File: config.mk
export PLATFORM = sky130hd
export DESIGN_NAME = fifo_write_arbiter
export DESIGN_NICKNAME = d
export VERILOG_FILES = /design/src/rtl/fifo_arb_pkg.sv /design/src/rtl/fifo_write_arbiter_rr_pick.sv /design/src/rtl/fifo_write_arbiter.sv
export SDC_FILE = /design/constraint.sdc
export NUM_CORES = 1
export LEC_CHECK = 0
export ABC_AREA = 1
export BUFFER_PORTS_ARGS = -buffer_cell sky130_fd_sc_hd__buf_2
export CELL_PAD_IN_SITES_DETAIL_PLACEMENT = 0
export CELL_PAD_IN_SITES_GLOBAL_PLACEMENT = 1
export CORE_AREA = 2 2 111 113
export CTS_BUF_LIST = sky130_fd_sc_hd__clkbuf_8 sky130_fd_sc_hd__clkbuf_16
export CTS_CLUSTER_DIAMETER = 60
export DETAILED_ROUTE_END_ITERATION = 6
export DIE_AREA = 0 0 113 115
export GPL_TIMING_DRIVEN = 0
export MAX_ROUTING_LAYER = met4
export PLACE_DENSITY_LB_ADDON = 0.3
export RECOVER_POWER = 50
export SLEW_MARGIN = 25
export SYNTH_ARGS = -nofsm -noshare
export SYNTH_HDL_FRONTEND = slang
export SYNTH_SLANG_ARGS = --single-unit
export TNS_END_PERCENT = 50
File: constraint.sdc
create_clock -name clk -period 4.1 [get_ports clk]
set_input_delay 0 -clock clk [delete_from_list [all_inputs] [get_ports clk]]
set_output_delay 0 -clock clk [all_outputs]
set_load 0.1 [all_outputs]
File: src/rtl/fifo_arb_pkg.sv
// Shared definitions for the pixel FIFO write arbiter: FSM encoding,
// credit counter sizing and statistics counter width.
package fifo_arb_pkg;

    localparam int STAT_WIDTH = 16;

    typedef enum logic [1:0] {
        IDLE  = 2'd0,
        GRANT = 2'd1,
        STALL = 2'd2
    } arb_state_t;

    // Width needed to hold 0..depth-1 free slots with headroom for the full range.
    function automatic int credit_width(input int depth);
        return $clog2(depth) + 1;
    endfunction

endpackage

File: src/rtl/fifo_write_arbiter_rr_pick.sv
// Combinational round-robin picker: finds the first eligible requester at or
// after rr_ptr, wrapping around, and reports it as one-hot and as an index.
module rr_pick
    import fifo_arb_pkg::*;
#(
    parameter int N  = 4,
    localparam int IW = $clog2(N)
) (
    input  logic [N-1:0]  eligible,
    input  logic [IW-1:0] rr_ptr,
    output logic [N-1:0]  winner,
    output logic [IW-1:0] winner_idx,
    output logic          any_valid
);

    logic [IW:0]   sum;
    logic [IW-1:0] idx;

    // Scan every offset from rr_ptr; the first hit wins.
    always_comb begin
        // NOTE: every output gets a default first so no path leaves a value unassigned, which would infer a latch.
        winner     = '0;
        winner_idx = '0;
        any_valid  = 1'b0;
        sum        = '0;
        idx        = '0;
        for (int off = 0; off < N; off++) begin
            sum = {1'b0, rr_ptr} + (IW+1)'(off);
            if (sum >= (IW+1)'(N)) begin
                sum = sum - (IW+1)'(N);
            end
            idx = sum[IW-1:0];
            if (!any_valid && eligible[idx]) begin
                any_valid   = 1'b1;
                winner[idx] = 1'b1;
                winner_idx  = idx;
            end
        end
    end

endmodule

File: src/rtl/fifo_write_arbiter.sv
// Round-robin arbiter sharing the pixel FIFO write port among the Mandelbrot
// workers. A credit counter mirrors free FIFO slots (including writes still
// in flight) so a write is never issued into a full FIFO; credits are
// returned by tapping the VGA-side read strobe.
// Optional build macro: ARB_STATS_EN adds stall and per-worker grant counters.
module fifo_write_arbiter
    import fifo_arb_pkg::*;
#(
    parameter int NUM_WORKERS = 4,
    parameter int BIT_WIDTH   = 32,
    parameter int FIFO_DEPTH  = 16
) (
    input  logic                               clk,
    input  logic                               rst_n,
    input  logic                               enable,
    input  logic [NUM_WORKERS-1:0]             wrk_req,
    input  logic [NUM_WORKERS*BIT_WIDTH-1:0]   wrk_data,
    output logic [NUM_WORKERS-1:0]             wrk_ack,
    output logic                               fifo_w_cntrl,
    output logic [BIT_WIDTH-1:0]               fifo_data_in,
    input  logic                               fifo_r_cntrl,
    input  logic                               fifo_empty,
    output logic [credit_width(FIFO_DEPTH)-1:0] credits,
    output logic                               busy
`ifdef ARB_STATS_EN
    ,
    output logic [STAT_WIDTH-1:0]              stall_cycles,
    output logic [NUM_WORKERS*STAT_WIDTH-1:0]  grant_cnt
`endif
);

    localparam int IW = $clog2(NUM_WORKERS);
    localparam int CW = credit_width(FIFO_DEPTH);
    localparam logic [CW-1:0] MAX_CREDITS = CW'(FIFO_DEPTH - 1);

    arb_state_t           state;
    arb_state_t           state_next;
    logic [NUM_WORKERS-1:0] eligible;
    logic [NUM_WORKERS-1:0] pick_onehot;
    logic [IW-1:0]        pick_idx;
    logic                 any_eligible;
    logic [IW-1:0]        rr_ptr;
    logic                 grant;
    logic                 pop;

    // A worker acked this cycle still shows req with stale data; mask it out.
    assign eligible = wrk_req & ~wrk_ack;

    rr_pick #(.N(NUM_WORKERS)) u_pick (
        .eligible   (eligible),
        .rr_ptr     (rr_ptr),
        .winner     (pick_onehot),
        .winner_idx (pick_idx),
        .any_valid  (any_eligible)
    );

    // State register.
    always_ff @(posedge clk) begin
        // NOTE: sequential state uses non-blocking assignments so every register samples pre-edge values.
        if (!rst_n) begin
            state <= IDLE;
        end else begin
            state <= state_next;
        end
    end

    // Next-state logic.
    always_comb begin
        state_next = state;
        if (!enable) begin
            state_next = IDLE;
        end else begin
            case (state)
                IDLE, GRANT: begin
                    if (grant) begin
                        state_next = GRANT;
                    end else if (any_eligible && credits == '0) begin
                        state_next = STALL;
                    end else begin
                        state_next = IDLE;
                    end
                end
                STALL: begin
                    if (!any_eligible) begin
                        state_next = IDLE;
                    end else if (pop || credits != '0) begin
                        state_next = GRANT;
                    end
                end
                default: state_next = IDLE;
            endcase
        end
    end

    // Output/decision logic: grant whenever allowed, pop only on a real read.
    always_comb begin
        grant = enable && (credits != '0) && any_eligible;
        pop   = fifo_r_cntrl && !fifo_empty;
        busy  = (state != IDLE);
    end

    // Registered write port, acks and round-robin pointer.
    always_ff @(posedge clk) begin
        if (!rst_n) begin
            wrk_ack      <= '0;
            fifo_w_cntrl <= 1'b0;
            fifo_data_in <= '0;
            rr_ptr       <= '0;
        end else begin
            wrk_ack      <= grant ? pick_onehot : '0;
            fifo_w_cntrl <= grant;
            if (grant) begin
                fifo_data_in <= wrk_data[pick_idx*BIT_WIDTH +: BIT_WIDTH];
                rr_ptr       <= (pick_idx == IW'(NUM_WORKERS - 1)) ? '0 : pick_idx + 1'b1;
            end
        end
    end

    // Credit counter: grant consumes a slot, a real pop returns one.
    always_ff @(posedge clk) begin
        if (!rst_n) begin
            credits <= MAX_CREDITS;
        end else begin
            case ({grant, pop})
                2'b10:   credits <= credits - 1'b1;
                2'b01:   if (credits != MAX_CREDITS) credits <= credits + 1'b1;
                default: credits <= credits;
            endcase
        end
    end

`ifdef ARB_STATS_EN
    // Saturating stall-cycle and per-worker grant counters.
    always_ff @(posedge clk) begin
        if (!rst_n) begin
            stall_cycles <= '0;
            grant_cnt    <= '0;
        end else begin
            if (state == STALL && stall_cycles != '1) begin
                stall_cycles <= stall_cycles + 1'b1;
            end
            for (int i = 0; i < NUM_WORKERS; i++) begin
                if (grant && pick_onehot[i] &&
                    grant_cnt[i*STAT_WIDTH +: STAT_WIDTH] != '1) begin
                    grant_cnt[i*STAT_WIDTH +: STAT_WIDTH] <=
                        grant_cnt[i*STAT_WIDTH +: STAT_WIDTH] + 1'b1;
                end
            end
        end
    end
`endif

endmodule

==> impl_metrics.env <==
export IMPL_ys_top_cells_by_count="nand2_1, nand3_1, inv_1, nor2_1, dfxtp_1"
export IMPL_yosys_area_share_adder=0.0290
export IMPL_initial_core_util=0.315
export IMPL_synth_area_top_cells="dfxtp_1, nand3_1, nand2_1, inv_1, nor2_1"
export IMPL_violations="DRC"
export IMPL_syn_area_sq_um=3710
export IMPL_grt_max_degree=15
export IMPL_nFillCells=1344
export IMPL_wl_um=13000
export IMPL_synth_most_common_cell="nand2_1"
export IMPL_die_h_um=115
export IMPL_clk_pin_slew_worst_paths_ns=0.06
export IMPL_synthCells=657
export IMPL_slowest_stage="dfxtp_1"
export IMPL_antenna_found_initial=0
export IMPL_r2r_cells=19
export IMPL_whs_endpoint="rr_ptr[1]$_SDFFE_PN0P_"
export IMPL_skew_ns=0.00329
export IMPL_drc=6
export IMPL_max_freq_mhz=302
export IMPL_gr_usage_met2=0.343
export IMPL_firstDrtPassIters=6
export IMPL_status="finished with violations"
export IMPL_syn_avg_cell_area_sq_um=5.65
export IMPL_cpMostUsedCell="inv_1"
export IMPL_synth_warnings=0
export IMPL_finalHoldViolations=0
export IMPL_gr_max_usage_layer="met2"
export IMPL_hold_buffers=1
export IMPL_synth_cell_types=29
export IMPL_grtUsageTotal=0.202
export IMPL_core_area_sq_um=11800
export IMPL_synth_compound_area_frac=0.0734
export IMPL_period_minus_slack_ns=3.32
export IMPL_clock_latency_ns=0.29
export IMPL_rsz0062_at_grt="false"
export IMPL_grt_pass1_wl_um=20700
export IMPL_required_ns=4.28
export IMPL_grtUsageMet1=0.247
export IMPL_cts_sinks=46
export IMPL_setup_tns_ns=0
export IMPL_grt_pass1_vias=4403
export IMPL_place_gp_congestion=0.865
export IMPL_drv_slew=0
export IMPL_cts_made_buffers=5
export IMPL_finalSetupViolations=0
export IMPL_path_buf_inv=5
export IMPL_synth_mux_area_frac=0
export IMPL_tightest_slew_ns=1.24
export IMPL_worst_path_largest_cell_delay_ns=0.47
export IMPL_die_w_um=113
export IMPL_synthSimpleGateAreaFrac=0.464
export IMPL_drt_initial_drc_count=259
export IMPL_worstPathArrival_ns=3.50
export IMPL_postCtsSetupRepairBufs=0
export IMPL_ios=180
export IMPL_cts_tree="done"
export IMPL_area_growth_pct=32.3
export IMPL_wl_per_cell_um=13.1
export IMPL_maxSlewHeadroom=0.178
export IMPL_cts_resized_gates=0
export IMPL_min_from="rst_n"
export IMPL_cp_start_kind="flop"
export IMPL_place_hpwl_um=10400
export IMPL_regArea_sq_um=921
export IMPL_gr_total_overflow=0
export IMPL_ys_seq_area_frac=0.248
export IMPL_diodes=0
export IMPL_async_flop_share=0
export IMPL_via_per_inst=4.72
export IMPL_clock_path_buffers=2
export IMPL_rows=40
export IMPL_drv_cap=0
export IMPL_hold_path_class="input port to flop"
export IMPL_reg2reg_to="credits[4]$_SDFFE_PN0P_"
export IMPL_setup_worst_path_class="flop to flop"
export IMPL_synth_top_area_frac=0.248
export IMPL_synth_top_family_by_area="simple AND/OR/NAND/NOR gates"
export IMPL_multi_input_area_sq_um=2130
export IMPL_nets=989
export IMPL_synth_top_area_cell="dfxtp_1"
export IMPL_detailroute_via_count=4686
export IMPL_synth_ff_type="dfxtp_1"
export IMPL_portBuffers=179
export IMPL_synth_enable_flop_cells=0
export IMPL_synth_xor_area_share=0.00707
export IMPL_r2r_slack_ns=0.78
export IMPL_whs_path_depth=3
export IMPL_end_kind="flop"
export IMPL_period_share=0.809
export IMPL_antenna_left=0
export IMPL_synth_seq_cells=46
export IMPL_final_layout_size_suffix_gt1_frac=0.220
export IMPL_die_area_sq_um=13000
export IMPL_synth_nets=802
export IMPL_cpLargestDelayFamily="simple AND/OR/NAND/NOR gates"
export IMPL_critPathMaxFanout=9
export IMPL_htree_levels=2
export IMPL_crit_chain="inv_1, ha_1, inv_1, nand2_1, nand2_1, nor2_2, nand4_1, nand2_2, inv_2, nor2_1, inv_1, ha_1, a21o_1, a31oi_1, inv_1, nand4_1, nand3_1, nand2_1, nor2_1"
export IMPL_grtUsageMet3=0.0337
export IMPL_cts_root_buf="clkbuf_16"
==> worst reg2reg max path, cell delays in order (launching register included) <==
cell,delay (ns)
dfxtp_1,0.47
inv_1,0.23
ha_1,0.44
inv_1,0.09
nand2_1,0.09
nand2_1,0.07
nor2_2,0.15
nand4_1,0.17
nand2_2,0.14
inv_2,0.08
nor2_1,0.13
inv_1,0.12
ha_1,0.33
a21o_1,0.17
a31oi_1,0.19
inv_1,0.06
nand4_1,0.11
nand3_1,0.07
nand2_1,0.06
nor2_1,0.04
==> layout by cell type, fill, tap and decap left out, types with 2 or more instances in the layout <==
cell       count
inv_1        111
o21ai_0       21
nand2_2        5
clkbuf_16      5
buf_4         11
buf_2        150
nand3_2        2
a21oi_1       21
nand3_1      140
ha_1           7
o21ai_1        2
clkbuf_1      50
nor2_1        73
xor2_1         3
nand4_1        7
a31oi_1        2
o22ai_1        4
buf_6          5
clkinv_2       2
nand2_1      165
inv_2          2
dfxtp_1       46
==> registers in the layout, summed over array words and instances, names as in the netlist, named ones only <==
| name | count |
|---|---|
| fifo_data_in | 32 |
| credits | 5 |
| wrk_ack | 4 |
| state | 2 |
| fifo_w_cntrl | 1 |
| rr_ptr | 1 |
==> cells by family (layout without fill, tap and decap cells) <==
logic type	after synthesis	count (layout)
fa+ha+maj	8	8
simple gates	397	397
buf+inv	151	339
flops	46	46
compound gates	52	52
xor+xnor	3	3
==> final cells by class <==
class | instances | share of cell area
Sequential cell | 46 | 0.187
Timing Repair Buffer | 180 | 0.173
Multi-Input combinational cell | 460 | 0.433
Tap cell | 147 | 0.0374
Clock inverter | 3 | 0.00814
Clock buffer | 5 | 0.0255
Buffer | 37 | 0.0478
Inverter | 114 | 0.0870
==> through the flow <==
stage / setup slack [ns] / instance area [sq um] / std cells / utilization / hold WS [ns]
floorplan: 0.954 / 3710 / 657 / - / 0.138
finish: 0.784 / 4920 / 992 / 0.416 / 0.0232
global placement: 0.912 / 4790 / 983 / 0.406 / 0.276
global route: 0.403 / 4920 / 992 / 0.416 / 0.0425
CTS: 0.860 / 4970 / 992 / 0.421 / 0.00931
detailed placement: 0.869 / 4790 / 983 / 0.406 / 0.278
==> how the worst max path moves through the flow <==
stage / endpoint / slack, ns / depth (start not counted)
final: credits[4]$_SDFFE_PN0P_ / 0.78 / 19
after CTS: credits[4]$_SDFFE_PN0P_ / 0.86 / 19
after global placement: credits[4]$_SDFFE_PN0P_ / 0.91 / 19
after floorplan: credits[4]$_SDFFE_PN0P_ / 0.95 / 19
after detailed placement: credits[4]$_SDFFE_PN0P_ / 0.87 / 19
after global routing: credits[4]$_SDFFE_PN0P_ / 0.40 / 19
==> layer usage <==
layer | wire length (um) | part of all wire
met5 | 0 | 0
met4 | 270 | 0.021
met3 | 685 | 0.053
met2 | 6100 | 0.47
met1 | 5920 | 0.46
Power is left out: the tool's default activity adds up to more than one toggle a clock period on the data nets, which glitch-free logic cannot reach.
